## config.mk

```make
export PLATFORM = sky130hd
export DESIGN_NAME = bsg_link_rx_assembler
export DESIGN_NICKNAME = d
export VERILOG_FILES = /design/src/rtl/bsg_link_rx_assembler.sv
export SDC_FILE = /design/constraint.sdc
export NUM_CORES = 1
export LEC_CHECK = 0
export BUFFER_PORTS_ARGS = -buffer_cell sky130_fd_sc_hd__buf_4
export CAP_MARGIN = 10
export CORE_MARGIN = 2
export CORE_UTILIZATION = 50
export DETAILED_ROUTE_END_ITERATION = 6
export GPL_TIMING_DRIVEN = 0
export PLACE_DENSITY = 0.67
export SYNTH_ARGS = -nofsm -noshare
export SYNTH_HDL_FRONTEND = slang
export SYNTH_SLANG_ARGS = --single-unit
```

## constraint.sdc

```tcl
create_clock -name clk -period 13 [get_ports clk]
set_input_delay 2.6 -clock clk [delete_from_list [all_inputs] [get_ports clk]]
set_output_delay 2.6 -clock clk [all_outputs]
set_load 0.05 [all_outputs]
```

## src/rtl/bsg_link_rx_assembler.sv

```systemverilog
// Receive-side assembler for the off-chip link.
// Pairs two 32-bit beats ({ch1, ch0}) into one 64-bit word and buffers the
// words in a small circular FIFO. The FIFO is presented to the core with a
// valid/yumi handshake. Credit goes back to the sender by toggling io_token_o
// once per TOKEN_BATCH consumed words.
module bsg_link_rx_assembler #(
  parameter int FIFO_DEPTH  = 8,
  parameter int TOKEN_BATCH = 4
) (
  input  logic                          clk,
  input  logic                          rst,
  input  logic                          io_valid_i,
  input  logic [15:0]                   io_data_ch0_i,
  input  logic [15:0]                   io_data_ch1_i,
  output logic                          core_valid_o,
  output logic [63:0]                   core_data_o,
  input  logic                          core_yumi_i,
  output logic                          io_token_o,
  output logic                          overflow_o,
  output logic [$clog2(FIFO_DEPTH):0]   fill_o
);

  localparam int PTR_W = $clog2(FIFO_DEPTH);
  localparam int CNT_W = PTR_W + 1;
  localparam logic [CNT_W-1:0] DEPTH_C = CNT_W'(FIFO_DEPTH);

  logic             phase_reg;
  logic [31:0]      half_reg;
  logic [PTR_W-1:0] wr_ptr_reg;
  logic [PTR_W-1:0] rd_ptr_reg;
  logic [CNT_W-1:0] count_reg;
  logic [63:0]      mem_reg [FIFO_DEPTH];
  logic             overflow_reg;
  logic             token_reg;

  logic [31:0]      beat;
  logic             wr_req;
  logic             yumi_eff;
  logic             wr_accept;
  logic             batch_done;

  assign beat = {io_data_ch1_i, io_data_ch0_i};

  // A yumi against an empty FIFO is illegal; it is masked so that it can
  // never corrupt the pointers, the count or the token counter.
  assign yumi_eff = core_yumi_i & (count_reg != '0);

  // The second beat of a pair completes a word.
  assign wr_req = io_valid_i & phase_reg;

  // A full FIFO still accepts a word when the head is consumed in the same
  // cycle, so back-to-back traffic with a yumi every cycle never drops.
  assign wr_accept = wr_req & ((count_reg < DEPTH_C) | yumi_eff);

  // Beat pairing: capture the low half on phase 0, emit the word on phase 1.
  // The phase returns to 0 even when the completed word is dropped.
  always_ff @(posedge clk) begin
    if (rst) begin
      phase_reg <= 1'b0;
      half_reg  <= '0;
    end else if (io_valid_i) begin
      if (!phase_reg) begin
        half_reg <= beat;
      end
      phase_reg <= ~phase_reg;
    end
  end

  // FIFO pointers and occupancy. The pointers wrap naturally because the
  // depth is a power of two.
  always_ff @(posedge clk) begin
    if (rst) begin
      wr_ptr_reg <= '0;
      rd_ptr_reg <= '0;
      count_reg  <= '0;
    end else begin
      if (wr_accept) begin
        wr_ptr_reg <= wr_ptr_reg + PTR_W'(1);
      end
      if (yumi_eff) begin
        rd_ptr_reg <= rd_ptr_reg + PTR_W'(1);
      end
      if (wr_accept && !yumi_eff) begin
        count_reg <= count_reg + CNT_W'(1);
      end else if (!wr_accept && yumi_eff) begin
        count_reg <= count_reg - CNT_W'(1);
      end
    end
  end

  // Word storage. A slot is always written before it is read, so the
  // storage needs no reset.
  always_ff @(posedge clk) begin
    if (wr_accept) begin
      mem_reg[wr_ptr_reg] <= {beat, half_reg};
    end
  end

  // Sticky drop flag, cleared only by reset.
  always_ff @(posedge clk) begin
    if (rst) begin
      overflow_reg <= 1'b0;
    end else if (wr_req && !wr_accept) begin
      overflow_reg <= 1'b1;
    end
  end

  // Consume counter. With a batch of one, every consumed word toggles the
  // token, so no counter is needed at all.
  generate
    if (TOKEN_BATCH > 1) begin : g_batch
      localparam int TB_W = $clog2(TOKEN_BATCH);
      logic [TB_W-1:0] consume_reg;

      // Count consumed words; the natural wrap returns the counter to 0.
      always_ff @(posedge clk) begin
        if (rst) begin
          consume_reg <= '0;
        end else if (yumi_eff) begin
          consume_reg <= consume_reg + TB_W'(1);
        end
      end

      assign batch_done = yumi_eff & (consume_reg == TB_W'(TOKEN_BATCH - 1));
    end else begin : g_single
      assign batch_done = yumi_eff;
    end
  endgenerate

  // Credit return: toggle once per completed batch of consumed words.
  always_ff @(posedge clk) begin
    if (rst) begin
      token_reg <= 1'b0;
    end else if (batch_done) begin
      token_reg <= ~token_reg;
    end
  end

  assign core_valid_o = (count_reg != '0);
  assign core_data_o  = mem_reg[rd_ptr_reg];
  assign io_token_o   = token_reg;
  assign overflow_o   = overflow_reg;
  assign fill_o       = count_reg;

endmodule

```

# Yosys cells after proc, flatten, opt, wreduce, memory -nomap -nowiden
# Memory sizes are Yosys's and may differ from the RTL's. A register that Yosys moved wholly into a read port is not among the register bits.
# Cells that the tools add are included.
# Widths: inputs -> output; s select.
# totals
word_cells,37
memories,1
latch_bits,0
out_inout_bits,71
mem_bits_ro,0
regBits,47
ram_bits,512
# memory_table
memory,depth,width,read_ports,rd_clocked_by_memory_dff,wr,line_no,rtl
mem_reg,8,64,1,1,1,32,logic [63:0] mem_reg [FIFO_DEPTH];
# op_classes
n_addsub,5
shifts,0
bitwise_logic,7
eq_ne,1
mul,0
order_cmp,1
mux,6
n_reduce_logical,8
div_mod_pow,0
# ops
op,n
$mux 4,2
$add 3x1->3 const B,2
$mux 3,2
$add 4x1->4 const B,1
$and 1x1->1,4
$lt 4x4->1 const B,1
$reduce_bool 4->1,1
$sub 4x1->4 const B,1
$logic_and 1x1->1,3
$add 2x1->2 const B,1
$eq 2x2->1 const B,1
$logic_not 1->1,2
$mux 1,2
$not 1->1,2
$reduce_and 2->1,1
$reduce_bool 2->1,1
$or 1x1->1,1

# Longest topological paths before layout
# Gate-level depths: netlist of the first run.
# logic_depth
word_depth,8
mapped_depth,10
depth_no_buf,10

# Worst setup path after synthesis of the first run
# OpenSTA, ideal clock, no wires.
# synth_path
kind,input to register
from,input port core_yumi_i
to,"memory mem_reg[0][0], enable pin"
required_ns,12.356
path_stages,3
arrival_time_ns,8.986
setup_slack_ns,3.370
cell_sequence,nand2b_1 > nand3_1 > nor4_1
# synth_via
elab_chain_len,5
# synth_rtl
item,line_no,rtl
from (decl),17,"input logic core_yumi_i,"
$and 1x1->1,46,assign yumi_eff = core_yumi_i & (count_reg != '0);
$or 1x1->1,53,assign wr_accept = wr_req & ((count_reg < DEPTH_C) | yumi_eff);
$and 1x1->1,53,
$mux 1,94,if (wr_accept) begin
$mux 1 (implied by the code),95,"mem_reg[wr_ptr_reg] <= {beat, half_reg};"
to (decl),32,
# No other way between the ends.

==> impl_results.md, run 1 <==
* Largest net degree at the start of global routing at 25
* Leak at 8.23 nW
* Post-synth top area cell: edfxtp_1
* GRT Overall Usage at 20.4%
* Arr. time, crit path at 2.91 ns
* Critical path destination: core_data_o[1]
* Fraction of registers with async set/reset at 0%
* Via count at 10,100
* VDD IR max at 137 uV
* Actual slew at the worst max-slew pin at 0.969 ns
* Max FO, Critical Path at 10
* Final ANT Viol Nets at 0
* Placement Cell Area at 23,300 um2
* Rel. slew slack at 35.2%
* Primary FF master, synth: edfxtp_1
* RR Startpoint: fill_o[3]$_SDFFE_PP0P_
* Final number of hold-violating endpoints at 0
* Met3 Track Usage GR at 3.07%
* Leading post-synthesis cells by cell area: edfxtp_1 (73%), mux4_2 (14%), dfxtp_1 (4.7%)
* Pre-antenna DRT Iters at 5
* Fmax at 182 MHz
* Non-filler cells, final at 1,772
* Nature of the critical path startpoint: register
* Met1 GRT Util at 28.9%
* Total Wirelength at 43.3 mm
* Count of final setup violators at 0
* Drt wl/cell at 24.5 um
* Endpoint class of the critical path: primary output
* Total core area at 41,900 um2
* Clock Skew at 0.0212 ns
* DRT iter0 DRCs at 862
* Setup Fix Bufs, Post-CTS at 0
* Synth Net Count at 1,017
* Placer Congestion at 0.758
* CTS tree: built
* Mapped cell area at 21,100 um2
* Die Wd at 210 um
* Cell depth of the worst flop-to-flop path at 10
* CTS root buffer: clkbuf_16
* CTS hold repair buffers at 0
* Most common cell after layout, fill and taps aside: edfxtp_1
* Global routing met2 resource utilization at 34.0%
* Flops & latches, synth at 562
* Unrepaired setup endpoints after global routing: false
* Fin crit share at 42.4%
* GRT Residual Overflow at 0
* Register area share after synthesis at 77.5%
* Fill cells at 2,960
* EDFF count, synth at 512
* CTS buffer count at 55
* Share of cells above drive strength 1 at 37.7%
* Clk_lat worst skew at 0.59 ns
* Footprint of the multi-input gates at 4500 um2
* Synth warn at 0
* R2R setup slack at 9.96 ns
* Initial Util at 50.5%
* Num Clock Sinks at 562
* P&R area growth vs syn at 19.3%
* Vias in the first global route at 10,600
* Drt via density at 5.72
* Status: completed
* Row count at 75
* Unique cell type count in the Yosys netlist at 28
* Reg-to-Reg End: mem_reg[4][38]$_DFFE_PP_
* Power per cell area at 182 nW/um2
* DRC at 0
* CP Class: register to primary output
* Hold Path Class: register to register
* Worst-path clk slew at 0.06 ns
* Global-route wire length before repair at 66.1 mm
* Post-route minimum period at 5.51 ns
* Max-slew violation count at 0
* ANT cells at 0
* IO Port Bufs at 106
* Max_cap viols at 0
* Syn Area/Cell at 21.7 um2
* Design Area, Final at 25,200 um2
* Ports at 107
* Required time of the critical path at 10.40 ns
* # nets final at 1,230
* HPWL Detailed at 28.6 mm
* H-tree levels at 2
* Register area at 16,400 um2
* Post-CTS Resized at 0
* Gate Count Post-Synth at 974
* Top Usage Layer GRT: met2
* Yosys top cell area share at 72.8%
* Most frequent cells in the layout: edfxtp_1 (512), mux4_2 (128), buf_4 (119), nand2_1 (71), mux2_2 (65)
* Largest register FFs at 512
* Die height at 210 um
* Initial antenna violation count at 0
* Die Footprint at 43,900 um2
* Cell count after placement at 1,669
* Clock buffer depth at 3
-- report_power, final --
part	total, mW	switching (mW)	internal (mW)
Clock	1.66	0.646	1.01
Sequential	2.03	0.0279	2.00
Combinational	0.889	0.524	0.364
Total	4.58	1.20	3.38
-- synth_stat cells, types with 2 or more instances --
master,instances
nand3_1,6
clkbuf_1,22
nor2b_1,2
inv_1,2
a21oi_1,38
nand2b_1,5
nor2_1,19
buf_1,11
buf_6,12
dfxtp_1,50
buf_4,2
edfxtp_1,512
xnor2_1,2
nand2_1,71
nor3_1,4
ha_1,6
mux4_2,128
mux2_2,65
buf_2,3
xor2_1,6
-- stage by stage --
step | power, mW | util (%) | TNS (ns) | worst slack [ns] | hold WS (ns)
6_report | 4.58 | 60.2 | 0 | 7.49 | 0.472
5_1_grt | 4.73 | 60.2 | 0 | 7.38 | 0.507
4_1_cts | 4.62 | 60.2 | 0 | 7.43 | 0.471
3_5_place_dp | 2.97 | 55.6 | 0 | 7.56 | 0.462
3_3_place_gp | 2.96 | 54.0 | -193.72 | -3.03 | 0.451
2_1_floorplan | 2.71 | - | 0 | 3.37 | 0.440
-- per-layer routing --
layer | vias up | routed length, um
met2 | 265 | 21800
met1 | 5399 | 18700
li1 | 4413 | -
met4 | 0 | 657
met5 | - | 0
met3 | 52 | 2250
-- kinds of logic (layout without fill, tap and decap cells) --
| kind of cell | Yosys count | in the layout | share of synthesized area, % |
|---|---|---|---|
| buffers and inverters | 52 | 311 | 1.40 |
| XOR/XNOR | 8 | 8 | 0.332 |
| flip-flops | 562 | 562 | 77.5 |
| AO/OA/AOI/OAI | 40 | 40 | 0.965 |
| multiplexers | 194 | 194 | 17.2 |
| AND/OR/NAND/NOR | 111 | 111 | 2.17 |
| adder cells (fa/ha/maj) | 7 | 7 | 0.450 |
-- how the worst min path moves through the flow --
stage,endpoint,cells past startpoint,slack (ns),startpoint
global route,g_batch.consume_reg[1]$_SDFFE_PP0P_,2,0.51,g_batch.consume_reg[1]$_SDFFE_PP0P_
CTS,g_batch.consume_reg[1]$_SDFFE_PP0P_,2,0.47,g_batch.consume_reg[1]$_SDFFE_PP0P_
floorplan,g_batch.consume_reg[1]$_SDFFE_PP0P_,2,0.44,g_batch.consume_reg[1]$_SDFFE_PP0P_
finish,g_batch.consume_reg[1]$_SDFFE_PP0P_,2,0.47,g_batch.consume_reg[1]$_SDFFE_PP0P_
global placement,g_batch.consume_reg[1]$_SDFFE_PP0P_,2,0.45,g_batch.consume_reg[1]$_SDFFE_PP0P_
detailed placement,g_batch.consume_reg[1]$_SDFFE_PP0P_,2,0.46,g_batch.consume_reg[1]$_SDFFE_PP0P_
-- critical path: stages, from the launching register on --
cell      delay [ns]
dfxtp_1         0.31
buf_1           0.66
clkbuf_1        0.68
mux2_2          0.46
buf_4           0.20
-- cell type report --
cell class                 count  share of cell area (%)
buffer                        50                    1.15
clock buffer                  84                    6.70
clock inverter                19                    1.01
multi-input combinational    360                    17.9
sequential                   562                    65.0
timing repair buffer         156                    5.62
inverter                       2                  0.0298
tap                          539                    2.68
Note: power is estimated with default switching activity, not from simulation.
==> inputs of run 2 (changes only) <==
--- a/config.mk
+++ b/config.mk
@@ -11,7 +11,7 @@
 export CORE_UTILIZATION = 50
 export DETAILED_ROUTE_END_ITERATION = 6
 export GPL_TIMING_DRIVEN = 0
-export PLACE_DENSITY = 0.67
+export PLACE_DENSITY = 0.7
 export SYNTH_ARGS = -nofsm -noshare
 export SYNTH_HDL_FRONTEND = slang
 export SYNTH_SLANG_ARGS = --single-unit
==> constraint.sdc (replaced) <==
create_clock -name clk -period 5.06 [get_ports clk]
set_input_delay 1.012 -clock clk [delete_from_list [all_inputs] [get_ports clk]]
set_output_delay 1.012 -clock clk [all_outputs]
set_load 0.05 [all_outputs]
==> impl_results.md, run 2 (synthesis gave the netlist of run 1 again) <==
* Status: completed
* Rel. slew slack at 31.1%
* IO Port Bufs at 106
* GRT Overall Usage at 20.1%
* Setup Fix Bufs, Post-CTS at 0
* Initial Util at 50.5%
* Largest register FFs at 512
* Drt wl/cell at 24.4 um
* Design Area, Final at 25,000 um2
* Count of final setup violators at 0
* Via count at 10,100
* Most common cell after layout, fill and taps aside: edfxtp_1
* CTS buffer count at 53
* Max FO, Critical Path at 10
* CTS root buffer: clkbuf_16
* HPWL Detailed at 28.4 mm
* Power per cell area at 451 nW/um2
* Global-route wire length before repair at 64.8 mm
* CP Class: register to primary output
* Die Wd at 210 um
* RR Startpoint: fill_o[0]$_SDFFE_PP0P_
* Arr. time, crit path at 3.03 ns
* CTS tree: built
* Final number of hold-violating endpoints at 0
* DRT iter0 DRCs at 906
* Endpoint class of the critical path: primary output
* Hold Path Class: register to register
* Post-route minimum period at 4.04 ns
* CTS hold repair buffers at 0
* Leak at 8.07 nW
* Nature of the critical path startpoint: register
* Clock buffer depth at 3
* DRC at 0
* Num Clock Sinks at 562
* Share of cells above drive strength 1 at 36.1%
* Total core area at 41,900 um2
* Unrepaired setup endpoints after global routing: false
* Max-slew violation count at 0
* Total Wirelength at 43.0 mm
* VDD IR max at 357 uV
* # nets final at 1,220
* Largest net degree at the start of global routing at 25
* Ports at 107
* ANT cells at 0
* Pre-antenna DRT Iters at 5
* Placer Congestion at 0.744
* Max_cap viols at 0
* Initial antenna violation count at 1
* Hold_sp: g_batch.consume_reg[1]$_SDFFE_PP0P_
* WHS at 0.478 ns
* Vias in the first global route at 10,500
* Most frequent cells in the layout: edfxtp_1 (512), mux4_2 (128), buf_4 (111), nand2_1 (71), mux2_2 (65)
* Drt via density at 5.72
* Actual slew at the worst max-slew pin at 1.03 ns
* P&R area growth vs syn at 18.2%
* Post-CTS Resized at 0
* Clk_lat worst skew at 0.60 ns
* Die Footprint at 43,900 um2
* Required time of the critical path at 4.05 ns
* GRT Residual Overflow at 0
* Fin crit share at 79.9%
* Row count at 75
* Fmax at 247 MHz
* Die height at 210 um
* Placement Cell Area at 23,300 um2
* H-tree levels at 2
* Worst-path clk slew at 0.06 ns
* Final ANT Viol Nets at 0
* Clock Skew at 0.0221 ns
run 2: cell types whose count changed in the layout (fill, tap and decap cells not counted), sizes merged:
cell      change
clkinv        +4
clkbuf        -3
buf           -8
bufinv        -5
clkinvlp      -1
run 2: final cells by class:
type | count | area [um2]
plain buffers | 50 | 289
clock inverters | 17 | 108
flip-flops and latches | 562 | 16400
multi-input cells | 360 | 4520
inverters | 2 | 7.51
clock buffers | 81 | 1550
repair buffers | 148 | 1450
fillers | 2967 | 16900
well taps | 539 | 674
run 2: final timing paths:
kind                                                       endpoint  slack [ns]  depth (start not counted)
worst max-delay path                                core_data_o[34]        1.02                          4
worst max register to register               fill_o[3]$_SDFFE_PP0P_        2.27                         10
worst min register to register  g_batch.consume_reg[1]$_SDFFE_PP0P_        0.48                          2
worst min-delay path            g_batch.consume_reg[1]$_SDFFE_PP0P_        0.48                          2
run 2: critical path: stages (launching register included):
cell and delay [ns]:
dfxtp_1 0.31, buf_1 0.74, clkbuf_1 0.72, mux2_2 0.46, buf_4 0.20
run 2: per-layer routing:
| metal | up-vias | track usage (%) | routed length, um |
|---|---|---|---|
| met5 | - | 0 | 16 |
| met4 | 2 | 6.41 | 977 |
| met3 | 57 | 3.56 | 2530 |
| met2 | 315 | 33.4 | 21600 |
| met1 | 5318 | 27.4 | 17900 |
| li1 | 4378 | - | - |
run 2: stage by stage:
| step | cells | worst slack (ns) | setup TNS (ns) | utilization (%) | power, mW |
|---|---|---|---|---|---|
| after floorplan | 974 | -1.27 | -262.07 | - | 6.97 |
| after global placement | 1619 | -5.88 | -2027.10 | 54.0 | 7.60 |
| after detailed placement | 1661 | 1.46 | 0 | 55.7 | 7.62 |
| after CTS | 1759 | 0.938 | 0 | 59.7 | 11.4 |
| after global routing | 1759 | 0.898 | 0 | 59.7 | 11.6 |
| final | 1759 | 1.02 | 0 | 59.7 | 11.3 |
run 2: where the power goes:
group	switching, mW	internal [mW]
registers	0.0722	5.14
logic	1.34	0.935
clock network	1.62	2.16
total	3.03	8.23
==> inputs of run 3 (changes only) <==
==> constraint.sdc (replaced) <==
create_clock -name clk -period 3.46 [get_ports clk]
set_input_delay 0.692 -clock clk [delete_from_list [all_inputs] [get_ports clk]]
set_output_delay 0.692 -clock clk [all_outputs]
set_load 0.05 [all_outputs]
==> impl_results.md, run 3 (synthesis gave the netlist of run 1 again) <==
* IO Port Bufs at 106
* Post-route minimum period at 3.37 ns
* Vias in the first global route at 10,700
* Design Area, Final at 25,100 um2
* Count of final setup violators at 0
* Critical Path Slowest Stage Cell: clkdlybuf4s15_2
* CTS tree: built
* CP cell instances: buf_2, clkdlybuf4s15_2, mux4_2, mux2_2, buf_4
* Non-filler cells, final at 1,750
* Fill cells at 2,927
* Clock buffer depth at 3
* Switching share of power at 26.8%
* VDD IR max at 539 uV
* Required time of the critical path at 2.77 ns
* Unrepaired setup endpoints after global routing: false
* CP Class: register to primary output
* Max-slew violation count at 0
* Via count at 10,200
* DRT iter0 DRCs at 822
* Power per cell area at 667 nW/um2
* Actual slew at the worst max-slew pin at 1.02 ns
* ANT cells at 0
* Fin Setup TNS at 0 ns
* Clk_lat worst skew at 0.59 ns
* RR Startpoint: fill_o[3]$_SDFFE_PP0P_
* Max FO, Critical Path at 10
* Rel. slew slack at 31.8%
* CTS root buffer: clkbuf_16
* # nets final at 1,209
* Hold Path Depth at 1
* Fin crit share at 97.5%
* Reg-to-Reg End: fill_o[3]$_SDFFE_PP0P_
* Hold_sp: io_data_ch0_i[13]
* WHS at 0.350 ns
* Drt via density at 5.81
* Fmax at 296 MHz
* HPWL Detailed at 28.1 mm
* Initial antenna violation count at 0
* Largest register FFs at 512
* Largest net degree at the start of global routing at 25
* CTS buffer count at 54
* GRT Overall Usage at 20.7%
* Total core area at 41,900 um2
* Hold EP: mem_reg[7][45]$_DFFE_PP_
* Die height at 210 um
* Max_cap viols at 0
* Num Clock Sinks at 562
* Share of cells above drive strength 1 at 37.5%
* Max incr delay on CP at 0.54 ns
* Combinational Power Share at 20.1%
* Cell count after placement at 1,650
* H-tree levels at 2
* Endpoint class of the critical path: primary output
* DRC at 0
* Final number of hold-violating endpoints at 0
* Pint at 12.2 mW
* Drt wl/cell at 25.1 um
* Total Wirelength at 43.9 mm
* Worst Path Buf+Inv at 3
* Max Used Layer: met4
* Wire length on met1 at 18.4 mm
* Routed met3 length at 2.50 mm
* Met2 routed WL at 21.8 mm
* Pre-antenna DRT Iters at 5
* Arr. time, crit path at 2.68 ns
* Most frequent cells in the layout: edfxtp_1 (512), mux4_2 (128), buf_4 (108), nand2_1 (71), mux2_2 (65)
* Cell depth of the worst flop-to-flop path at 10
* Placer Congestion at 0.686
* Setup Fix Bufs, Post-CTS at 0
* Largest delay share family, worst path: buffers and inverters
* Worst-path clk slew at 0.06 ns
* Clock Skew at 0.0174 ns
* Register area at 16,400 um2
* Footprint of the multi-input gates at 4550 um2
* Most common cell after layout, fill and taps aside: edfxtp_1
* Initial Util at 50.5%
* Placement Cell Area at 23,300 um2
* Status: completed
* Clk pwr share at 34.3%
* Final ANT Viol Nets at 0
* Row count at 75
* GRT Residual Overflow at 0
* Die Footprint at 43,900 um2
* Net Switching at 4.49 mW
* Nature of the critical path startpoint: register
* CTS hold repair buffers at 0
* Share of power burned in registers at 45.6%
* Hold Path Class: input pin to register
* Die Wd at 210 um
* Ports at 107
* Global-route wire length before repair at 67.0 mm
* P&R area growth vs syn at 18.8%
* R2R setup slack at 0.62 ns
* Leak at 8.13 nW
[run 3: cell count changes in the layout (fill, tap and decap cells not counted), sizes merged]
cell,delta
clkinv,-10
clkdlybuf4s15,+1
buf,-14
clkbuf,+12
inv,+1
clkinvlp,+1
[run 3: per-layer routing]
metal	vias up	global-route usage (%)
li1	4365	-
met1	5403	28.6
met2	326	33.8
met3	71	3.83
met4	0	6.70
met5	-	0
[run 3: layout make-up]
cell class | count | area share, %
sequential | 562 | 65.3
multi-input combinational | 360 | 18.2
clock buffer | 92 | 6.67
timing repair buffer | 137 | 5.57
tap | 539 | 2.69
buffer | 49 | 1.24
clock inverter | 9 | 0.369
inverter | 2 | 0.0299
[run 3: worst max path at each step]
stage / to / cells past startpoint / slack [ns]
2_1_floorplan: mem_reg[3][0]$_DFFE_PP_ / 3 / -0.48
3_3_place_gp: mem_reg[3][39]$_DFFE_PP_ / 4 / -3.08
3_5_place_dp: mem_reg[6][41]$_DFFE_PP_ / 8 / 0.16
4_1_cts: core_data_o[22] / 5 / 0.01
5_1_grt: core_data_o[34] / 5 / 0.01
6_report: core_data_o[34] / 5 / 0.09
[run 3: power by group through the flow]
stage | clock network, mW | logic [mW] | registers (mW)
6_report | 5.74 | 3.37 | 7.63
5_1_grt | 6.10 | 3.57 | 7.64
4_1_cts | 5.82 | 3.42 | 7.63
3_5_place_dp | 0 | 3.40 | 7.77
3_3_place_gp | 0 | 3.35 | 7.77
2_1_floorplan | 0 | 2.39 | 7.81
[run 3: worst register-to-register path: stages (launching register included)]
cell      delay, ns
dfxtp_1        0.36
or4_1          0.53
clkbuf_1       0.19
nand2_2        0.17
ha_1           0.20
inv_1          0.10
ha_1           0.33
a21oi_1        0.19
a211oi_1       0.10
a31oi_1        0.21
mux2_2         0.35
[run 3: timing repair]
action | in CTS | in global routing
setup endpoints to repair | 64 | 24
hold endpoints to repair | 0 | 0
cloned | 0 | 0
resized for setup | 14 | 5
[run 3: metrics by stage]
stage,setup slack [ns],power (mW),util (%)
after CTS,0.0114,16.9,59.9
after floorplan,-0.477,10.2,-
after detailed placement,0.164,11.2,55.7
after global placement,-3.08,11.1,54.1
after global routing,0.00964,17.3,59.9
final,0.0872,16.7,59.9
